`src/rtl/fma16_result_stage.sv`:
```
// fma16_result_stage
// Registered output stage behind the fp16 FMA special-case logic. It holds
// results in a 2-entry skid buffer: head H drives the outputs, and skid S
// takes an entry while H is stalled. It also keeps the sticky exception flags
// and counts retired operations.
module fma16_result_stage #(
  parameter int CNT_W = 16
) (
  input  logic             clk,
  input  logic             reset,
  input  logic             in_valid,
  output logic             in_ready,
  input  logic [15:0]      in_result,
  input  logic [3:0]       in_flags,
  output logic             out_valid,
  input  logic             out_ready,
  output logic [15:0]      out_result,
  output logic [3:0]       out_flags,
  input  logic             flush,
  input  logic             fflags_we,
  input  logic [4:0]       fflags_wdata,
  output logic [4:0]       fflags,
  output logic [CNT_W-1:0] retired_cnt
);

  typedef enum logic [1:0] {
    EMPTY = 2'd0,
    ONE   = 2'd1,
    FULL  = 2'd2
  } occState_e;

  occState_e        occState;
  occState_e        occNext;
  logic [15:0]      headResult;
  logic [3:0]       headFlags;
  logic [15:0]      skidResult;
  logic [3:0]       skidFlags;
  logic [4:0]       stickyFlags;
  logic [CNT_W-1:0] retireCount;
  logic             accept;
  logic             retire;
  logic             loadHeadFromIn;
  logic             loadHeadFromSkid;
  logic             loadSkid;
  logic [4:0]       retireFlags;

  // Valid and ready both come straight from the occupancy register, so
  // in_ready has no combinational path from out_ready.
  assign out_valid   = (occState != EMPTY);
  assign in_ready    = (occState != FULL);
  assign out_result  = headResult;
  assign out_flags   = headFlags;
  assign fflags      = stickyFlags;
  assign retired_cnt = retireCount;

  assign accept      = in_valid & in_ready;
  assign retire      = out_valid & out_ready;
  assign retireFlags = {headFlags[3], 1'b0, headFlags[2], headFlags[1], headFlags[0]};

  // Occupancy state register
  always_ff @(posedge clk) begin
    if (reset) begin
      occState <= EMPTY;
    end else begin
      occState <= occNext;
    end
  end

  // Next occupancy and which storage register loads. Flush empties the buffer
  // and drops any entry accepted in the same cycle.
  always_comb begin
    occNext          = occState;
    loadHeadFromIn   = 1'b0;
    loadHeadFromSkid = 1'b0;
    loadSkid         = 1'b0;
    unique case (occState)
      EMPTY: begin
        if (accept) begin
          occNext        = ONE;
          loadHeadFromIn = 1'b1;
        end
      end
      ONE: begin
        if (accept && retire) begin
          loadHeadFromIn = 1'b1;
        end else if (accept) begin
          occNext  = FULL;
          loadSkid = 1'b1;
        end else if (retire) begin
          occNext = EMPTY;
        end
      end
      FULL: begin
        if (retire) begin
          occNext          = ONE;
          loadHeadFromSkid = 1'b1;
        end
      end
      default: begin
        occNext = EMPTY;
      end
    endcase
    if (flush) begin
      occNext          = EMPTY;
      loadHeadFromIn   = 1'b0;
      loadHeadFromSkid = 1'b0;
      loadSkid         = 1'b0;
    end
  end

  // Head and skid data registers. Contents are held when nothing loads, so
  // the outputs stay stable under backpressure.
  always_ff @(posedge clk) begin
    if (reset) begin
      headResult <= 16'h0000;
      headFlags  <= 4'h0;
      skidResult <= 16'h0000;
      skidFlags  <= 4'h0;
    end else begin
      if (loadHeadFromIn) begin
        headResult <= in_result;
        headFlags  <= in_flags;
      end else if (loadHeadFromSkid) begin
        headResult <= skidResult;
        headFlags  <= skidFlags;
      end
      if (loadSkid) begin
        skidResult <= in_result;
        skidFlags  <= in_flags;
      end
    end
  end

  // Sticky flags. A CSR write merges with flags retiring in the same cycle,
  // so no exception is lost.
  always_ff @(posedge clk) begin
    if (reset) begin
      stickyFlags <= 5'h00;
    end else if (fflags_we) begin
      stickyFlags <= fflags_wdata | (retire ? retireFlags : 5'h00);
    end else if (retire) begin
      stickyFlags <= stickyFlags | retireFlags;
    end
  end

  // Retired-operation counter. It wraps naturally at 2^CNT_W.
  always_ff @(posedge clk) begin
    if (reset) begin
      retireCount <= '0;
    end else if (retire) begin
      retireCount <= retireCount + CNT_W'(1);
    end
  end

endmodule

```
`config.mk`:
```
export PLATFORM = sky130hd
export DESIGN_NAME = fma16_result_stage
export DESIGN_NICKNAME = d
export VERILOG_FILES = /design/src/rtl/fma16_result_stage.sv
export SDC_FILE = /design/constraint.sdc
export NUM_CORES = 1
export LEC_CHECK = 0
export ABC_AREA = 0
export ABC_CLOCK_PERIOD_IN_PS = 2300
export BUFFER_PORTS_ARGS = -buffer_cell sky130_fd_sc_hd__buf_4
export CORE_ASPECT_RATIO = 0.5
export CORE_MARGIN = 1
export CORE_UTILIZATION = 50
export CTS_CLUSTER_SIZE = 8
export DETAILED_ROUTE_END_ITERATION = 8
export PLACE_DENSITY_LB_ADDON = 0.25
export SLEW_MARGIN = 20
export SYNTH_ARGS = -nofsm -noshare
export SYNTH_HDL_FRONTEND = slang
export SYNTH_SLANG_ARGS = --single-unit
```
`constraint.sdc`:
```
create_clock -name clk -period 2.3 [get_ports clk]
set_input_delay 0.46 -clock clk [delete_from_list [all_inputs] [get_ports clk]]
set_output_delay 0.46 -clock clk [all_outputs]
set_load 0.1 [all_outputs]
```
==> results_dict.tcl <==
set metrics [dict create \
    ys_top_cells_by_area "dfxtp_1 (49%), nand2_1 (11%), a21oi_1 (9.8%), a22oi_1 (5.9%), xor2_1 (2.4%)" \
    core_um2 4640 \
    ioPinCount 74 \
    first_iter_violations 93 \
    r2r_start "occState[1]$_SDFFE_PP0P_" \
    h-tree-depth 3 \
    synth-seq-cells 63 \
    synth_warnings 0 \
    die_y_um 52.5 \
    dp_cells 422 \
    rsz0062_at_grt "no" \
    r2r_slack_ns 0.59 \
    track_usage_pct 23.2 \
    synth_cell_types 36 \
    cts_hold_buffers 0 \
    cp.required_ns 1.84 \
    synth-seq-area-share_pct 49.4 \
    clk_pin_slew_worst_paths_ns 0.07 \
    synth.net_count 333 \
    die_w_um 103 \
    hold_violations 0 \
    hpwl_um 3810 \
    worst-path-max-fanout 10 \
    nets 399 \
    vias 2334 \
    crit_arrival_ns 1.38 \
    power_density_nw_per_um2 739 \
    cp-end-kind "output port" \
    cts_tree "done" \
    grt_pass1_wl_um 9330 \
    reg2regPathDepth 4 \
    peakVddDrop_mv 0.540 \
    root_buffer "clkbuf_8" \
    dr.pass1.iters 4 \
    crit_type "register to output port" \
    outcome "complete, no violations" \
    routed_wl_um 5820 \
    grt_pass1_vias 2150 \
    setup_viol 0 \
    initial_core_util_pct 55.0 \
    grt_max_degree 64 \
    ctsResizeCount 0 \
    synth-edff-count 0 \
    wire_per_inst_um 13.3 \
    ys_async_sr_fraction_pct 0 \
    synth_compound_area_share_pct 18.4 \
    netlist_area_um2 2550 \
    hp-class "input pin to register" \
    leakagePower_nw 1.30 \
    cts_buffers 9 \
    fin_skew_ns 0.00888 \
    synth_top_family_by_area "simple AND/OR/NAND/NOR gates" \
    clock_path_buffers 2 \
    num_rows 17 \
    syn2layout_area_growth_pct 29.7 \
    drc_errors 0 \
    gp_congestion 0.720 \
    crit_start "occState[0]$_SDFFE_PP0P_" \
    synth_area_leader_cell "dfxtp_1" \
    clk_latency_ns 0.35 \
    fmax_mhz 543 \
    overflow 0 \
    cts_setup_buffers 0 \
    synth_top_area_share_pct 49.4 \
    final_antenna_net_count 0 \
    holdWs_ns 0.340 \
    report.final.slew_viol_count 0 \
    clkSinkCount 63 \
    ys.flop_type "dfxtp_1" \
    portBuffers 73 \
    min_period_ns 1.84 \
    max_slew.worst_pin.slew_ns 0.646 \
    fin_crit_sh_pct 80.1 \
    die_area_um2 5410 \
    yosys.area_share.simple_pct 20.4 \
    tns_ns 0 \
    netlist_instances 301 \
    synthAdderAreaFrac_pct 0.490 \
    crit_path_start_kind "register" \
    maxCapViolCount 0 \
    final_cells 438 \
    viasPerCell 5.33 \
    n_antenna_cell 0 \
    synth.avg_cell_area_um2 8.48 \
    rr_endpoint "retired_cnt[15]$_SDFFE_PP0N_" \
    synth_xor_area_share_pct 4.12 \
    final_layout_size_suffix_gt1_share_pct 26.6 \
    relSlewSlack_pct 56.8 \
    mostFrequentLayoutCells "buf_4 (78), nand2_1 (73), dfxtp_1 (63), a21oi_1 (50), a22oi_1 (20)" \
    min_delay_path_depth 2 \
    final_common_cell "buf_4" \
    synth.mux.area_fraction_pct 2.35 \
    crit_end "in_ready" \
    antenna_found_initial 0 \
]
-- synth_stat cells (2+ instances only) --
cell      number
o21ai_0        2
or3_1          2
nand3_1        4
nand2b_1       2
clkbuf_1      13
xnor2_1        5
mux2i_1        6
buf_6          3
a21oi_1       50
dfxtp_1       63
nor3_1         5
a22oi_1       20
xor2_1         7
buf_2          7
and4_1         2
and3_1         2
nand2_1       73
nor2_1        13
nand4_1        5
-- worst max-delay path, stage by stage (launching register included) --
cell and delay (ns):
dfxtp_1 0.54, nand2b_1 0.20, buf_4 0.31
-- final cells by class --
cell class              count  area (um2)
clock buffers               9         124
clock inverters             7        72.6
fillers                   379        1330
inverters                   1        3.75
multi-input cells         214        1180
flip-flops and latches     63        1260
well taps                  66        82.6
repair buffers             78         586
-- per-stage QoR --
step | worst slack [ns] | utilization [%] | area [um2] | power (mW)
after floorplan | 0.00514 | - | 2550 | 1.42
after global placement | 0.628 | 67.1 | 3110 | 1.51
after detailed placement | 0.564 | 67.1 | 3110 | 1.52
after CTS | 0.445 | 71.4 | 3310 | 2.46
after global routing | 0.397 | 71.4 | 3310 | 2.52
final | 0.458 | 71.4 | 3310 | 2.45
-- cell families after synthesis --
kind of cell | Yosys count
AO/OA/AOI/OAI | 78
XOR/XNOR | 12
adder cells (fa/ha/maj) | 1
buffers and inverters | 24
flip-flops | 63
multiplexers | 6
AND/OR/NAND/NOR | 117
-- layer usage --
layer,routed length (um),vias to the layer above,global-route usage [%]
met5,0,-,0
met4,86,0,8.45
met3,371,11,8.53
met2,2860,66,42.7
met1,2500,1089,24.8
li1,-,1168,-
-- worst min-delay path by stage --
stage | slack [ns] | to | from
after global placement | 0.44 | skidResult[0]$_SDFFE_PP0P_ | skidResult[0]$_SDFFE_PP0P_
after detailed placement | 0.45 | skidResult[2]$_SDFFE_PP0P_ | skidResult[2]$_SDFFE_PP0P_
after floorplan | 0.44 | skidFlags[0]$_SDFFE_PP0P_ | skidFlags[0]$_SDFFE_PP0P_
after global routing | 0.34 | occState[0]$_SDFFE_PP0P_ | flush
final | 0.34 | occState[0]$_SDFFE_PP0P_ | flush
after CTS | 0.32 | occState[0]$_SDFFE_PP0P_ | flush
-- report_power, final --
part,total (mW),internal (mW),switching [mW]
sequential,1.14,1.12,0.0190
combinational,0.358,0.0996,0.258
clock,0.952,0.501,0.451
-- registers in the layout, indices dropped and copies added (netlist names) --
register / count
skidResult: 16
out_flags: 4
fflags: 5
occState: 2
out_result: 16
retired_cnt: 16
skidFlags: 4
Note: power is estimated with default switching activity, not from simulation.
